### config.mk
export PLATFORM = sky130hd
export DESIGN_NAME = mc_mem_if_flat
export DESIGN_NICKNAME = d
export VERILOG_FILES = /design/src/rtl/mc_mem_pkg.sv /design/src/rtl/mc_mem_if_if.sv /design/src/rtl/mc_mem_if_load_align.sv /design/src/rtl/mc_mem_if.sv /design/src/flat_wrapper.sv
export SDC_FILE = /design/constraint.sdc
export NUM_CORES = 1
export LEC_CHECK = 0
export CORE_MARGIN = 5
export CORE_UTILIZATION = 45
export CTS_CLUSTER_SIZE = 8
export DETAILED_ROUTE_END_ITERATION = 7
export MAX_ROUTING_LAYER = met4
export PLACE_DENSITY = 0.9
export SYNTH_ARGS = -nofsm -noshare
export SYNTH_HDL_FRONTEND = slang
export SYNTH_HIERARCHICAL = 1
export SYNTH_SLANG_ARGS = --single-unit
### constraint.sdc
create_clock -name clk -period 7.02 [get_ports clk]
set_clock_uncertainty 0.1 [all_clocks]
set_input_delay 1.404 -clock clk [delete_from_list [all_inputs] [get_ports clk]]
set_output_delay 1.404 -clock clk [all_outputs]
set_load 0.02 [all_outputs]
### src/rtl/mc_mem_pkg.sv
// Shared types and helpers for the multi-cycle controller memory interface:
// size codes, error codes, FSM encoding and store lane steering.
package mc_mem_pkg;

    localparam logic [1:0] SZ_BYTE = 2'b00;
    localparam logic [1:0] SZ_HALF = 2'b01;
    localparam logic [1:0] SZ_WORD = 2'b10;

    localparam logic [1:0] ERR_NONE     = 2'b00;
    localparam logic [1:0] ERR_MISALIGN = 2'b01;
    localparam logic [1:0] ERR_CONFLICT = 2'b10;
    localparam logic [1:0] ERR_TIMEOUT  = 2'b11;

    typedef enum logic [1:0] {
        ST_IDLE   = 2'b00,
        ST_ACCESS = 2'b01,
        ST_RESP   = 2'b10
    } state_t;

    // The reserved size code 11 is handled like a word everywhere.
    function automatic logic is_misaligned(input logic [1:0] size, input logic [1:0] offset);
        logic mis;
        case (size)
            SZ_BYTE: mis = 1'b0;
            SZ_HALF: mis = offset[0];
            default: mis = (offset != 2'b00);
        endcase
        return mis;
    endfunction

    function automatic logic [3:0] store_be(input logic [1:0] size, input logic [1:0] offset);
        logic [3:0] be;
        case (size)
            SZ_BYTE: be = 4'b0001 << offset;
            SZ_HALF: be = 4'b0011 << offset;
            default: be = 4'b1111;
        endcase
        return be;
    endfunction

    function automatic logic [31:0] store_lanes(input logic [1:0] size, input logic [31:0] data);
        logic [31:0] lanes;
        case (size)
            SZ_BYTE: lanes = {4{data[7:0]}};
            SZ_HALF: lanes = {2{data[15:0]}};
            default: lanes = data;
        endcase
        return lanes;
    endfunction

endpackage

### src/rtl/mc_mem_if_if.sv
// Word-wide external memory bus with a req/ack handshake.
// master = mc_mem_if side, slave = memory side.
interface mc_mem_if_if #(
    parameter int ADDR_WIDTH = 32,
    parameter int DATA_WIDTH = 32
);

    logic                  mem_req;
    logic                  mem_sel;
    logic                  mem_we;
    logic [ADDR_WIDTH-1:0] mem_addr;
    logic [3:0]            mem_be;
    logic [DATA_WIDTH-1:0] mem_wdata;
    logic [DATA_WIDTH-1:0] mem_rdata;
    logic                  mem_ack;

    modport master (
        output mem_req,
        output mem_sel,
        output mem_we,
        output mem_addr,
        output mem_be,
        output mem_wdata,
        input  mem_rdata,
        input  mem_ack
    );

    modport slave (
        input  mem_req,
        input  mem_sel,
        input  mem_we,
        input  mem_addr,
        input  mem_be,
        input  mem_wdata,
        output mem_rdata,
        output mem_ack
    );

endinterface

### src/rtl/mc_mem_if_load_align.sv
// Load alignment: shift the fetched word down to the addressed lane and
// sign- or zero-extend bytes and halves. Purely combinational.
module mc_load_align
    import mc_mem_pkg::*;
(
    input  logic [31:0] rdata_in,
    input  logic [1:0]  offset,
    input  logic [1:0]  size,
    input  logic        load_unsigned,
    output logic [31:0] rdata_out
);

    logic [31:0] shifted;
    logic        sign;

    always_comb begin
        shifted   = rdata_in >> {offset, 3'b000};
        sign      = 1'b0;
        rdata_out = shifted;
        case (size)
            SZ_BYTE: begin
                sign      = ~load_unsigned & shifted[7];
                rdata_out = {{24{sign}}, shifted[7:0]};
            end
            SZ_HALF: begin
                sign      = ~load_unsigned & shifted[15];
                rdata_out = {{16{sign}}, shifted[15:0]};
            end
            default: rdata_out = shifted;
        endcase
    end

endmodule

### src/rtl/mc_mem_if.sv
// Memory-interface stage behind the multi-cycle controller: checks each
// request, runs the req/ack handshake and returns aligned data with done.
//
//   state     | meaning
//   ----------+-------------------------------------------------------
//   ST_IDLE   | waiting for mem_r/mem_w; the only state that samples them
//   ST_ACCESS | mem_req high, waiting for mem_ack or the timeout
//   ST_RESP   | done strobe (plus err when err_code != 0), back to idle
module mc_mem_if
    import mc_mem_pkg::*;
#(
    parameter int ADDR_WIDTH = 32,
    parameter int DATA_WIDTH = 32,
    parameter int TIMEOUT    = 255
) (
    input  logic                  clk,
    input  logic                  rst,
    input  logic                  i_d_mem,
    input  logic                  mem_r,
    input  logic                  mem_w,
    input  logic [1:0]            mem_size,
    input  logic                  load_unsigned,
    input  logic [ADDR_WIDTH-1:0] addr,
    input  logic [DATA_WIDTH-1:0] wdata,
    output logic [DATA_WIDTH-1:0] rdata,
    output logic                  done,
    output logic                  busy,
    output logic                  err,
    output logic [1:0]            err_code,
    mc_mem_if_if.master           mem
);

    localparam int CNT_W = $clog2(TIMEOUT + 1);
    localparam logic [CNT_W-1:0] CNT_LAST = CNT_W'(TIMEOUT - 1);

    state_t                state_q, state_d;
    logic [CNT_W-1:0]      cnt_q, cnt_d;
    logic                  req_q, req_d;
    logic                  sel_q, sel_d;
    logic                  we_q, we_d;
    logic [ADDR_WIDTH-1:0] addr_q, addr_d;
    logic [3:0]            be_q, be_d;
    logic [DATA_WIDTH-1:0] wdata_q, wdata_d;
    logic [1:0]            off_q, off_d;
    logic [1:0]            size_q, size_d;
    logic                  uns_q, uns_d;
    logic [DATA_WIDTH-1:0] rdata_q, rdata_d;
    logic [1:0]            err_code_q, err_code_d;

    logic [1:0]            eff_size;
    logic                  misaligned;
    logic [31:0]           align_data;

    // Instruction fetches are always full words regardless of mem_size.
    assign eff_size   = i_d_mem ? mem_size : SZ_WORD;
    assign misaligned = is_misaligned(eff_size, addr[1:0]);

    mc_load_align u_align (
        .rdata_in      (mem.mem_rdata),
        .offset        (off_q),
        .size          (size_q),
        .load_unsigned (uns_q),
        .rdata_out     (align_data)
    );

    always_comb begin
        state_d    = state_q;
        cnt_d      = cnt_q;
        req_d      = req_q;
        sel_d      = sel_q;
        we_d       = we_q;
        addr_d     = addr_q;
        be_d       = be_q;
        wdata_d    = wdata_q;
        off_d      = off_q;
        size_d     = size_q;
        uns_d      = uns_q;
        rdata_d    = rdata_q;
        err_code_d = err_code_q;

        case (state_q)
            ST_IDLE: begin
                if (mem_r && mem_w) begin
                    err_code_d = ERR_CONFLICT;
                    state_d    = ST_RESP;
                end else if (mem_r || mem_w) begin
                    if (misaligned) begin
                        err_code_d = ERR_MISALIGN;
                        state_d    = ST_RESP;
                    end else begin
                        err_code_d = ERR_NONE;
                        addr_d     = {addr[ADDR_WIDTH-1:2], 2'b00};
                        be_d       = mem_w ? store_be(eff_size, addr[1:0]) : 4'b1111;
                        wdata_d    = mem_w ? store_lanes(eff_size, wdata) : '0;
                        we_d       = mem_w;
                        sel_d      = i_d_mem;
                        off_d      = addr[1:0];
                        size_d     = eff_size;
                        uns_d      = load_unsigned;
                        cnt_d      = '0;
                        req_d      = 1'b1;
                        state_d    = ST_ACCESS;
                    end
                end
            end
            ST_ACCESS: begin
                cnt_d = cnt_q + CNT_W'(1);
                // An ack in the last allowed cycle still completes normally.
                if (mem.mem_ack) begin
                    req_d   = 1'b0;
                    state_d = ST_RESP;
                    if (!we_q) begin
                        rdata_d = align_data;
                    end
                end else if (cnt_q == CNT_LAST) begin
                    req_d      = 1'b0;
                    rdata_d    = '0;
                    err_code_d = ERR_TIMEOUT;
                    state_d    = ST_RESP;
                end
            end
            ST_RESP: begin
                state_d = ST_IDLE;
            end
            default: begin
                req_d   = 1'b0;
                state_d = ST_IDLE;
            end
        endcase
    end

    always_ff @(posedge clk or posedge rst) begin
        if (rst) begin
            state_q    <= ST_IDLE;
            cnt_q      <= '0;
            req_q      <= 1'b0;
            sel_q      <= 1'b0;
            we_q       <= 1'b0;
            addr_q     <= '0;
            be_q       <= '0;
            wdata_q    <= '0;
            off_q      <= '0;
            size_q     <= '0;
            uns_q      <= 1'b0;
            rdata_q    <= '0;
            err_code_q <= ERR_NONE;
        end else begin
            state_q    <= state_d;
            cnt_q      <= cnt_d;
            req_q      <= req_d;
            sel_q      <= sel_d;
            we_q       <= we_d;
            addr_q     <= addr_d;
            be_q       <= be_d;
            wdata_q    <= wdata_d;
            off_q      <= off_d;
            size_q     <= size_d;
            uns_q      <= uns_d;
            rdata_q    <= rdata_d;
            err_code_q <= err_code_d;
        end
    end

    assign done          = (state_q == ST_RESP);
    assign err           = done && (err_code_q != ERR_NONE);
    assign err_code      = err_code_q;
    assign busy          = (state_q != ST_IDLE);
    assign rdata         = rdata_q;

    assign mem.mem_req   = req_q;
    assign mem.mem_sel   = sel_q;
    assign mem.mem_we    = we_q;
    assign mem.mem_addr  = addr_q;
    assign mem.mem_be    = be_q;
    assign mem.mem_wdata = wdata_q;

endmodule

### src/flat_wrapper.sv
// flat-port wrapper written by rule: the top's interface ports become plain ports
module mc_mem_if_flat import mc_mem_pkg::*;
#(
    parameter int ADDR_WIDTH = 32,
    parameter int DATA_WIDTH = 32,
    parameter int TIMEOUT    = 255
)
  (clk, rst, i_d_mem, mem_r, mem_w, mem_size, load_unsigned, addr, wdata, rdata, done, busy, err, err_code, mem_mem_req, mem_mem_sel, mem_mem_we, mem_mem_addr, mem_mem_be, mem_mem_wdata, mem_mem_rdata, mem_mem_ack);
  mc_mem_if_if #(.ADDR_WIDTH(ADDR_WIDTH), .DATA_WIDTH(DATA_WIDTH)) mem_i ();
  input  logic clk;
  input  logic rst;
  input  logic i_d_mem;
  input  logic mem_r;
  input  logic mem_w;
  input  logic [1:0] mem_size;
  input  logic load_unsigned;
  input  logic [ADDR_WIDTH-1:0] addr;
  input  logic [DATA_WIDTH-1:0] wdata;
  output logic [DATA_WIDTH-1:0] rdata;
  output logic done;
  output logic busy;
  output logic err;
  output logic [1:0] err_code;
  output wire logic [$bits(mem_i.mem_req)-1:0] mem_mem_req;
  output wire logic [$bits(mem_i.mem_sel)-1:0] mem_mem_sel;
  output wire logic [$bits(mem_i.mem_we)-1:0] mem_mem_we;
  output wire logic [$bits(mem_i.mem_addr)-1:0] mem_mem_addr;
  output wire logic [$bits(mem_i.mem_be)-1:0] mem_mem_be;
  output wire logic [$bits(mem_i.mem_wdata)-1:0] mem_mem_wdata;
  input wire logic [$bits(mem_i.mem_rdata)-1:0] mem_mem_rdata;
  input wire logic [$bits(mem_i.mem_ack)-1:0] mem_mem_ack;
  assign mem_mem_req = mem_i.mem_req;
  assign mem_mem_sel = mem_i.mem_sel;
  assign mem_mem_we = mem_i.mem_we;
  assign mem_mem_addr = mem_i.mem_addr;
  assign mem_mem_be = mem_i.mem_be;
  assign mem_mem_wdata = mem_i.mem_wdata;
  assign mem_i.mem_rdata = mem_mem_rdata;
  assign mem_i.mem_ack = mem_mem_ack;
  mc_mem_if #(.ADDR_WIDTH(ADDR_WIDTH), .DATA_WIDTH(DATA_WIDTH), .TIMEOUT(TIMEOUT)) u_core (.clk(clk), .rst(rst), .i_d_mem(i_d_mem), .mem_r(mem_r), .mem_w(mem_w), .mem_size(mem_size), .load_unsigned(load_unsigned), .addr(addr), .wdata(wdata), .rdata(rdata), .done(done), .busy(busy), .err(err), .err_code(err_code), .mem(mem_i));
endmodule
After elaboration in Yosys (flattened, before gate mapping)
Cells that the tools add are included.
W data, S select, Z words.
- bits in registers: 118
- bits in latches: 0
- RAM bits: 0
- bits in read-only memories: 0
- output and inout port bits: 108
- word-level logic and storage cells: 85
- memories: 0
- $add $sub $neg: 1
- multiply operators: 0
- div/mod/pow operators: 0
- $lt $le $gt $ge: 0
- equal/unequal tests: 13
- shift-type cells: 3
- mux-type cells: 32
- bitwise logic cells: 6
- reduce and logical (&&, ||, !) cells: 17
- operator list (kind ; number):
    $mux W32 ; 4
    $pmux W32 S2 ; 2
    $shr A32 B5 Y32 ; 1
    $mux W8 ; 3
    $mux W2 ; 10
    $pmux W8 S2 ; 1
    $reduce_and A4 Y1 ; 3
    $reduce_bool A2 Y1 ; 5
    $add A8 B1 Y8 const B ; 1
    $eq A8 B8 Y1 const B ; 1
    $ne A2 B2 Y1 const B ; 4
    $pmux W2 S2 ; 2
    $pmux W4 S2 ; 1
    $eq A2 B1 Y1 const B ; 3
    $logic_not A2 Y1 ; 3
    $mux W1 ; 6
    $reduce_and A5 Y1 ; 1
    $mux W4 ; 1
    $ne A2 B1 Y1 const B ; 2
    $not A1 Y1 ; 4
    $shl A1 B2 Y4 const A ; 1
    $shl A2 B2 Y4 const A ; 1
    $ne A3 B1 Y1 const B ; 1
    $ne A3 B2 Y1 const B ; 1
    8 further kinds ; 10

Depth between registers and ports, before layout
Gate-level depths: netlist (run 1).
- word-level depth: 7
- mapped depth: 9
- gate-level depth less buffers: 6

Cells and area by module
The synthesis (run 1) kept the hierarchy.
- modules (own cells, without submodules) (module ; instances ; cells an instance ; area each (um^2) ; seq. area each (um^2)):
    mc_mem_if ; 1 ; 477 ; 4964.8 ; 2952.8
    mc_load_align ; 1 ; 103 ; 768.2 ; 0.0

Worst setup path after synthesis (run 1)
No wires, ideal clock.
- kind: input port to flip-flop
- start: in mem_size[1]
- end: reg u_core.be_q[0] (netlist: u_core/mem.mem_be[0])
- library setup time: 0.126 ns
- data arrival time: 2.572 ns
- required time: 6.794 ns
- path slack: 4.222 ns
- cell stages on the path: 6
- path through: nand2b_1 a21oi_2 nor2_1 or2_1 buf_2 o32a_1
- longest elaborated chain between the ends: 5
- elaborated cells between the ends (all ways): 8
- those cells by class: 1 x eq/ne; 4 x mux; 1 x bitwise; 2 x reduce/logical
- RTL lines (item ; line ; text):
    from (decl) ; flat_wrapper.sv:15 ; input logic [1:0] mem_size;
    $mux W2 (*) ; mc_mem_if.sv:55 ; assign eff_size = i_d_mem ? mem_size : SZ_WORD;
    $eq A2 B1 Y1 or $logic_not A2 Y1 (tied branches) ; mc_mem_pkg.sv:23, mc_mem_pkg.sv:33 ;
    $pmux W1 S2 ; mc_mem_pkg.sv:23 ; case (size)
    $not A1 Y1 (no source line) ; - ;
    $reduce_and A4 Y1 (no source line) ; - ;
    to (signal assigned) ; mc_mem_if.sv:140 ; be_q <= '0;
    to (signal assigned) ; mc_mem_if.sv:154 ; be_q <= be_d;
    to (decl) ; mc_mem_if.sv:42 ; logic [3:0] be_q, be_d;
Mark *: on every way between the ends. The rest lies on a longest branch, timed or not.
A chain may end at the register's enable or synchronous reset.

Final worst setup path (run 1)
- start: in mem_size[0]
- end: reg u_core.wdata_q[21] (netlist: u_core/mem.mem_wdata[21])
- longest elaborated chain between the ends: 5
- elaborated cells between the ends (all ways): 8
- those cells by class: 1 x eq/ne; 4 x mux; 1 x bitwise; 2 x reduce/logical
- RTL lines (item ; line ; text):
    $mux W2 (*) ; mc_mem_if.sv:55 ;
    $eq A2 B1 Y1 or $logic_not A2 Y1 (tied branches) ; mc_mem_pkg.sv:23, mc_mem_pkg.sv:43 ;
    $pmux W1 S2 ; mc_mem_pkg.sv:23 ;
    $not A1 Y1 (no source line) ; - ;
    $reduce_and A4 Y1 (no source line) ; - ;
    to (signal assigned) ; mc_mem_if.sv:155 ; wdata_q <= wdata_d;
    to (decl) ; mc_mem_if.sv:43 ; logic [DATA_WIDTH-1:0] wdata_q, wdata_d;
Marked as above.

==> results of run 1 <==
## power by group
group / internal, mW / switching (mW) / total, mW
logic: 0.813 / 0.910 / 1.72
registers: 0.960 / 0.221 / 1.18
clock network: 0.590 / 0.315 / 0.905
total: 2.36 / 1.45 / 3.81
## layer usage
metal	part of all wire, %	vias to the layer above	wire length, µm
li1	-	2425	-
met1	40	2521	7300
met2	47	315	8540
met3	11	41	1980
met4	2.2	0	409
met5	0	-	0
## area by class of cell
class / instances / area share [%]
flip-flops and latches: 118 / 34.7
multi-input cells: 414 / 29.9
repair buffers: 217 / 25.3
clock buffers: 18 / 5.05
well taps: 172 / 2.53
clock inverters: 14 / 2.16
inverters: 6 / 0.294
## registers in the layout (all words and copies together) (netlist names)
name	cells
u_core/mem.mem_addr	30
u_core/rdata	32
u_core/mem.mem_be	4
u_core/uns_q	1
u_core/size_q	2
u_core/mem.mem_wdata	32
u_core/err_code	2
u_core/mem.mem_we	1
u_core/cnt_q	8
u_core/mem.mem_sel	1
u_core/mem.mem_req	1
u_core/off_q	2
u_core/state_q	2
## metrics by stage
stage               instances  util, %  setup WS, ps  power, mW
floorplan                 581        -          2390       2.13
global placement          927     62.8          2870       2.86
detailed placement        927     62.8          2790       2.90
CTS                       959     67.7          3210       3.83
global route              959     67.7          2940       4.01
finish                    959     67.7          3190       3.81
## placed cells by master, fill, tap and decap left out, types with 3 or more instances in the layout
| master | count |
|---|---|
| clkinv_2 | 5 |
| nand2b_1 | 4 |
| clkbuf_16 | 17 |
| o21ai_0 | 35 |
| nand2_1 | 141 |
| a21oi_1 | 38 |
| or3_1 | 3 |
| mux2i_1 | 40 |
| o31ai_1 | 3 |
| nor2b_1 | 12 |
| o2bb2ai_1 | 8 |
| or2_2 | 9 |
| dfrtp_1 | 118 |
| bufinv_16 | 4 |
| nor2_1 | 19 |
| clkinvlp_4 | 4 |
| a22o_1 | 38 |
| a211oi_1 | 8 |
| o22ai_1 | 8 |
| o32a_1 | 4 |
| inv_1 | 5 |
| buf_4 | 7 |
| clkdlybuf4s50_1 | 210 |
## how the worst max path moves through the flow
| stage | start | to | depth (start not counted) |
|---|---|---|---|
| floorplan | rst | u_core/cnt_q[0] | 1 |
| global placement | mem_size[0] | u_core/mem.mem_wdata[5] | 5 |
| detailed placement | mem_size[0] | u_core/mem.mem_wdata[29] | 6 |
| CTS | mem_size[0] | u_core/mem.mem_wdata[21] | 6 |
| global route | mem_size[0] | u_core/cnt_q[6] | 5 |
| finish | mem_size[0] | u_core/mem.mem_wdata[21] | 6 |
## critical path: cells and delay by family
kind	cells	cell delay, ps
simple gates	2	410
compound gates	2	740
buf+inv	2	1480
## logic make-up (layout without fill, tap and decap cells)
| logic type | Yosys count | count (layout) | share of synthesized area (%) |
|---|---|---|---|
| muxes | 44 | 44 | 7.90 |
| adders and majority gates | 2 | 2 | 0.436 |
| buffers and inverters | 49 | 255 | 4.43 |
| and+or+nand+nor | 203 | 203 | 15.6 |
| AOI/OAI and AO/OA | 161 | 161 | 19.8 |
| xor gates and xnor gates | 2 | 2 | 0.306 |
| DFF | 118 | 118 | 51.5 |
| other | 1 | 2 | 0.0654 |
==> impl_metrics.csv, run 1 <==
group,metric,value,unit
floorplan,die_h,123,µm
finish,drive_gt1_share,8.39,%
clocking,cts_tree,"built",
finish,seqCellArea,2950,µm²
finish,area_growth,48.3,%
global_routing,antenna_found_initial,0,
placement,routabilityCongestion,0.870,
floorplan,fp.dieW,123,µm
placement,placed_cell_area,7890,µm²
global_routing,grt-ovfl-total,0,
yosys,yosysWarningCount,6,
yosys,synth_top_cell_area_share,51.5,%
pwr,powerDensity,448,nW/µm²
yosys,yosysTopAreaCell,"dfrtp_1",
critical_path,reg2reg_to,"u_core/rdata[14]",
floorplan,dieArea,15100,µm²
sta,fmax,261,MHz
sta,rsz0062_at_grt,"false",
sta,slew_violations,0,
drt,dr.pass1.iters,5,
sta,fin_tns_setup,0,ps
yosys,synth_edf_count,0,
global_routing,track_usage,24.9,%
clocking,clock_path_buffers,2,
critical_path,worstPathCellList,"clkdlybuf4s50_1, nor2_1, o21ai_4, buf_4, nand2_1, o21ai_0",
min_path,whs_path_depth,2,
clocking,worstSkewPairLatency,410,ps
finish,post-route-cell-area,8500,µm²
clocking,post_cts_buffers,0,
clocking,cts_inserted_buffers,17,
critical_path,cp_slowest_cell,"clkdlybuf4s50_1",
flow_run,drv_cap,0,
critical_path,cp.required,7240,ps
finish,n_antenna_cell,0,
min_path,hp-class,"register to register",
clocking,h-tree-depth,4,
yosys,synth_area,5730,µm²
placement,dpl.hpwl,12900,µm
sta,final-hold-violation-count,0,
min_path,min_to,"u_core/mem.mem_sel",
sta,worstMarginPinSlew,1150,ps
yosys,syn_avg_cell_area,9.88,µm²
pwr,vdd_drop_max,0.000303,V
yosys,syn-instance-count,580,
finish,final_nets,881,
critical_path,worstSetupPathType,"input port to register",
yosys,ys.flop_type,"dfrtp_1",
critical_path,reg2regPathDepth,4,
drt,drt-total-wl,18200,µm
finish,fill_cells,976,
drt,drtIter0Drc,495,
global_routing,grt_max_degree,62,
pwr,p_leak,3.78,nW
critical_path,r2r-start,"u_core/off_q[1]",
sta,fin_crit,3830,ps
clocking,cts_root_buf,"clkbuf_16",
global_routing,busiest_layer,"met2",
clocking,cts_sinks,118,
yosys,ys_ff_latch,118,
yosys,ys_seq_area_share,51.5,%
min_path,worstHoldStart,"u_core/mem.mem_sel",
clocking,holdBufCountCts,0,
drt,ant_nets,0,
placement,port_buffers,210,
critical_path,r2r_slack,4520,ps
critical_path,cpPeakStageDelay,920,ps
global_routing,grt_pass1_vias,5392,
yosys,async_flop_share,100,%
critical_path,worstPathMaxFanout,48,
sta,slew_headroom,22.7,%
critical_path,cp-start-kind,"input port",
clocking,clk_pin_slew,60,ps
yosys,yosysMostFrequentCell,"nand2_1",
global_routing,use_met1,30.2,%
global_routing,grtUsageMet3,9.59,%
floorplan,coreArea,12600,µm²
global_routing,grt_pass1_wl,28100,µm
yosys,yosysUniqueCellTypes,54,
floorplan,num_io_pins,213,
floorplan,initial_core_util,45.6,%
yosys,synth.area.top_cells,"dfrtp_1 52%, nand2_1 9.2%, mux2i_1 7.0%",
drt,drc,0,
critical_path,end_kind,"register",
drt,wl_per_cell,19.0,µm
floorplan,row_count,41,
finish,multi_input_area,2540,µm²
yosys,yosys-top-cells-count,"141 x nand2_1, 118 x dfrtp_1, 40 x mux2i_1",
sta,fin_crit_sh,54.5,%
drt,num_vias,5302,
sta,setup_viol,0,
drt,vias_per_cell,5.53,
global_routing,met2_usage,38.5,%
clocking,cts_resized,0,
status,status,"complete, no violations",
sta,fin_hold_ws,374,ps
critical_path,cp.arrival,4050,ps
(Power assumes the default switching activity.)
==> run 2, diff against run 1 <==
--- a/config.mk
+++ b/config.mk
@@ -6,11 +6,11 @@
 export NUM_CORES = 1
 export LEC_CHECK = 0
 export CORE_MARGIN = 5
-export CORE_UTILIZATION = 45
+export CORE_UTILIZATION = 40
 export CTS_CLUSTER_SIZE = 8
 export DETAILED_ROUTE_END_ITERATION = 7
 export MAX_ROUTING_LAYER = met4
-export PLACE_DENSITY = 0.9
+export PLACE_DENSITY = 0.85
 export SYNTH_ARGS = -nofsm -noshare
 export SYNTH_HDL_FRONTEND = slang
 export SYNTH_HIERARCHICAL = 1
==> constraint.sdc (replaced) <==
create_clock -name clk -period 3.4 [get_ports clk]
set_clock_uncertainty 0.1 [all_clocks]
set_input_delay 0.68 -clock clk [delete_from_list [all_inputs] [get_ports clk]]
set_output_delay 0.68 -clock clk [all_outputs]
set_load 0.02 [all_outputs]
==> impl_metrics.csv, run 2 (synthesis gave the netlist of run 1 again) <==
group,metric,value,unit
placement,dp_slack,498,ps
floorplan,row_count,43,
clocking,worstSkewPairLatency,410,ps
global_routing,grt_max_degree,49,
flow_run,drv_cap,0,
min_path,hp-class,"register to register",
drt,drc,0,
drt,drt-met1-wl,7400,µm
finish,area_growth,49.7,%
floorplan,coreArea,14000,µm²
clocking,cts_sinks,118,
pwr,p_leak,3.82,nW
sta,fmax,375,MHz
floorplan,dieArea,16800,µm²
clocking,clock_path_buffers,2,
floorplan,die_h,130,µm
global_routing,grt_pass1_vias,5283,
pwr,vdd_drop_max,0.000585,V
finish,drive_gt1_share,9.41,%
sta,final-hold-violation-count,0,
critical_path,worstPathMaxFanout,9,
clocking,h-tree-depth,4,
placement,port_buffers,210,
clocking,cts_resized,0,
clocking,post_cts_buffers,0,
finish,instances_no_fill,977,
sta,fin_hold_ws,368,ps
clocking,cts_tree,"built",
clocking,holdBufCountCts,0,
sta,slew_violations,0,
drt,num_vias,5203,
critical_path,cp.required,2620,ps
placement,placedCellCount,946,
placement,dpl.hpwl,13300,µm
finish,layout_common_cells,"210 x clkdlybuf4s50_1, 141 x nand2_1, 118 x dfrtp_1",
global_routing,grt-ovfl-total,0,
drt,wl_met2,8490,µm
floorplan,num_io_pins,213,
finish,post-route-util,61.3,%
global_routing,antenna_found_initial,0,
pwr,powerDensity,897,nW/µm²
drt,top_layer,"met4",
finish,final_common_cell,"clkdlybuf4s50_1",
clocking,clk_pin_slew,50,ps
sta,rsz0062_at_grt,"false",
sta,fin_tns_setup,0,ps
placement,routabilityCongestion,0.875,
sta,fin_crit_sh,78.5,%
floorplan,initial_core_util,41.0,%
sta,worstMarginPinSlew,892,ps
global_routing,grt_pass1_wl,28000,µm
drt,dr.pass1.iters,4,
drt,drt-total-wl,18400,µm
clocking,cts_root_buf,"clkbuf_16",
clocking,cts_inserted_buffers,17,
critical_path,end_kind,"primary output",
sta,setup_viol,0,
finish,n_antenna_cell,0,
sta,setup_slack,730,ps
drt,vias_per_cell,5.33,
sta,fin_crit,2670,ps
drt,ant_nets,0,
critical_path,cp.arrival,1890,ps
sta,slew_headroom,40.4,%
finish,final_nets,892,
status,status,"complete, no violations",
drt,drtIter0Drc,340,
floorplan,fp.dieW,130,µm
critical_path,worstSetupPathType,"register to primary output",
global_routing,track_usage,22.4,%
drt,wl_per_cell,18.8,µm
critical_path,cp-start-kind,"register",
drt,dr_wl_met3,2010,µm
[run 2: layer usage]
| layer | vias to the layer above | track usage [%] |
|---|---|---|
| met5 | - | - |
| met3 | 29 | 8.27 |
| met1 | 2493 | 27.0 |
| met4 | 0 | 9.60 |
| met2 | 246 | 33.8 |
| li1 | 2435 | - |
[run 2: cell type report]
| type | instances | area (µm²) |
|---|---|---|
| Fill cell | 1137 | 5410 |
| Multi-Input combinational cell | 414 | 2540 |
| Clock buffer | 22 | 464 |
| Inverter | 6 | 26.3 |
| Tap cell | 180 | 225 |
| Timing Repair Buffer | 228 | 2290 |
| Clock inverter | 9 | 78.8 |
| Sequential cell | 118 | 2950 |
[run 2: power by group]
part           switching (mW)  internal, mW  leakage [nW]
sequential              0.405          1.98          1.50
clock                   0.621          1.03         0.266
combinational            1.95          1.70          2.06
[run 2: final timing paths]
path	start	slack, ps	endpoint	cells past startpoint
max	u_core/state_q[1]	730	err	3
min	u_core/mem.mem_addr[9]	370	u_core/mem.mem_addr[9]	2
max reg2reg	u_core/state_q[0]	1060	u_core/mem.mem_addr[18]	7
min reg2reg	u_core/mem.mem_addr[9]	370	u_core/mem.mem_addr[9]	2
max in group asynchronous	rst	1860	u_core/mem.mem_wdata[26]	3
min in group asynchronous	rst	700	u_core/rdata[21]	2
[run 2: stage by stage]
| step | total power [mW] | instance area [µm²] |
|---|---|---|
| after floorplan | 4.39 | 5740 |
| after global placement | 5.97 | 8040 |
| after detailed placement | 6.05 | 8040 |
| after CTS | 7.75 | 8580 |
| after global routing | 8.12 | 8580 |
| final | 7.70 | 8580 |
[run 2: critical path, cell delays in order (launching register included)]
cell	delay, ps
dfrtp_1	490
nor2b_1	250
o21a_1	150
clkdlybuf4s50_1	590
==> run 3, diff against run 2 <==
--- a/config.mk
+++ b/config.mk
@@ -6,11 +6,11 @@
 export NUM_CORES = 1
 export LEC_CHECK = 0
 export CORE_MARGIN = 5
-export CORE_UTILIZATION = 40
+export CORE_UTILIZATION = 45
 export CTS_CLUSTER_SIZE = 8
 export DETAILED_ROUTE_END_ITERATION = 7
 export MAX_ROUTING_LAYER = met4
-export PLACE_DENSITY = 0.85
+export PLACE_DENSITY = 0.9
 export SYNTH_ARGS = -nofsm -noshare
 export SYNTH_HDL_FRONTEND = slang
 export SYNTH_HIERARCHICAL = 1
==> constraint.sdc (replaced) <==
create_clock -name clk -period 2.5 [get_ports clk]
set_clock_uncertainty 0.1 [all_clocks]
set_input_delay 0.5 -clock clk [delete_from_list [all_inputs] [get_ports clk]]
set_output_delay 0.5 -clock clk [all_outputs]
set_load 0.02 [all_outputs]
==> impl_metrics.csv, run 3 (synthesis gave the netlist of run 1 again) <==
group,metric,value,unit
drt,drc,0,
finish,area_growth,52.4,%
critical_path,cp.arrival,1810,ps
placement,port_buffers,210,
pwr,power,10.8,mW
clocking,cts_inserted_buffers,17,
clocking,cts_tree,"built",
sta,fin_crit,2410,ps
pwr,power_frac_comb,46.3,%
pwr,power_frac_seq,30.2,%
placement,placed_cell_area,8120,µm²
drt,vias_per_cell,5.45,
drt,drtIter0Drc,574,
pwr,powerDensity,1240,nW/µm²
sta,fmax,415,MHz
critical_path,reg2regPathDepth,4,
flow_run,drv_cap,0,
clocking,cts_root_buf,"clkbuf_16",
floorplan,initial_core_util,45.6,%
clocking,h-tree-depth,4,
sta,final-hold-violation-count,0,
critical_path,cp.required,1900,ps
critical_path,cp-start-kind,"register",
status,status,"complete, no violations",
pwr,p_leak,3.91,nW
critical_path,worstPathMaxFanout,8,
finish,post-route-cell-area,8740,µm²
drt,ant_nets,0,
floorplan,coreArea,12600,µm²
global_routing,grt_pass1_vias,5665,
finish,post-route-util,69.5,%
pwr,p_sw_share,37.5,%
critical_path,reg2reg_to,"u_core/rdata[12]",
clocking,clk_pin_slew,50,ps
floorplan,row_count,41,
floorplan,fp.dieW,123,µm
drt,dr.pass1.iters,5,
critical_path,crit_end,"busy",
finish,final_common_cell,"clkdlybuf4s50_1",
global_routing,antenna_found_initial,0,
placement,routabilityCongestion,0.895,
finish,final_nets,902,
critical_path,crit_start,"u_core/state_q[1]",
pwr,p_sw,4.06,mW
global_routing,track_usage,26.0,%
floorplan,dieArea,15100,µm²
critical_path,worstSetupPathType,"register to primary output",
critical_path,r2r_slack,470,ps
clocking,clock_path_buffers,2,
clocking,cts_sinks,118,
sta,fin_hold_ws,372,ps
critical_path,end_kind,"primary output",
sta,slew_violations,0,
sta,setup_viol,0,
clocking,post_cts_buffers,0,
sta,rsz0062_at_grt,"false",
clocking,worstSkewPairLatency,420,ps
floorplan,num_io_pins,213,
finish,n_antenna_cell,0,
critical_path,r2r-start,"u_core/off_q[1]",
drt,num_vias,5336,
pwr,clkPwrFrac,23.5,%
drt,wl_per_cell,19.1,µm
global_routing,grt_pass1_wl,29200,µm
pwr,internal-power,6.76,mW
finish,drive_gt1_share,11.0,%
finish,layout_common_cells,"210 x clkdlybuf4s50_1, 141 x nand2_1, 117 x dfrtp_1",
pwr,vdd_drop_max,0.00118,V
drt,drt-total-wl,18700,µm
min_path,hp-class,"register to register",
global_routing,grt_max_degree,60,
placement,dpl.hpwl,13200,µm
global_routing,grt-ovfl-total,0,
sta,fin_crit_sh,96.5,%
floorplan,die_h,123,µm
==> run 3: cell count changes in the layout (fill, tap and decap cells not counted), moves of 2 or more <==
| cell | before | now |
|---|---|---|
| buf_4 | 14 | 23 |
| clkinv_2 | 5 | 3 |
| bufinv_16 | 1 | 3 |
| clkbuf_8 | 2 | 5 |
| clkbuf_1 | 3 | 1 |
==> run 3: metal layers <==
layer | part of all wire (%) | global-route usage (%)
met5 | 0 | -
met4 | 1.9 | 7.70
met3 | 11 | 11.0
met2 | 48 | 40.9
met1 | 38 | 30.6
==> run 3: what timing repair did <==
item                       in CTS  in global routing
setup endpoints to repair       1                  2
gates cloned                    0                  0
hold buffers                    0                  0
gates resized for setup         1                  1
pin swaps                       0                  0
==> run 3: final cells by class <==
cell class / count / area, µm²
Clock buffer: 23 / 498
Clock inverter: 8 / 120
Fill cell: 908 / 3830
Inverter: 6 / 26.3
Multi-Input combinational cell: 414 / 2550
Sequential cell: 118 / 2950
Tap cell: 172 / 215
Timing Repair Buffer: 238 / 2370
==> run 3: how the worst min path moves through the flow <==
stage,start,to,slack (ps),depth (start not counted)
2_1_floorplan,u_core/off_q[0],u_core/off_q[0],350,2
3_3_place_gp,u_core/mem.mem_addr[21],u_core/mem.mem_addr[21],360,2
3_5_place_dp,u_core/mem.mem_addr[21],u_core/mem.mem_addr[21],360,2
4_1_cts,u_core/mem.mem_addr[28],u_core/mem.mem_addr[28],380,2
5_1_grt,u_core/mem.mem_addr[21],u_core/mem.mem_addr[21],400,2
6_report,u_core/mem.mem_addr[28],u_core/mem.mem_addr[28],370,2
==> run 3: power groups by stage <==
| stage | clock [mW] | sequential, mW | combinational, mW |
|---|---|---|---|
| 2_1_floorplan | 0 | 4.04 | 1.93 |
| 3_3_place_gp | 0 | 3.25 | 4.89 |
| 3_5_place_dp | 0 | 3.27 | 4.98 |
| 4_1_cts | 2.59 | 3.27 | 5.03 |
| 5_1_grt | 2.69 | 3.37 | 5.36 |
| 6_report | 2.54 | 3.27 | 5.01 |
==> run 3: worst max-delay path, cell delays in order, from the launching register on <==
cell and delay [ps]:
dfrtp_1 370, buf_4 160, nor2_1 190, inv_1 120
clkdlybuf4s50_1 560
==> run 3: through the flow <==
| step | cells | setup TNS (ps) | setup slack (ps) |
|---|---|---|---|
| after floorplan | 581 | 0 | 459 |
| after global placement | 948 | 0 | 115 |
| after detailed placement | 948 | -30.1 | -14.3 |
| after CTS | 979 | 0 | 3.27 |
| after global routing | 979 | 0 | 11.4 |
| final | 979 | 0 | 88.0 |
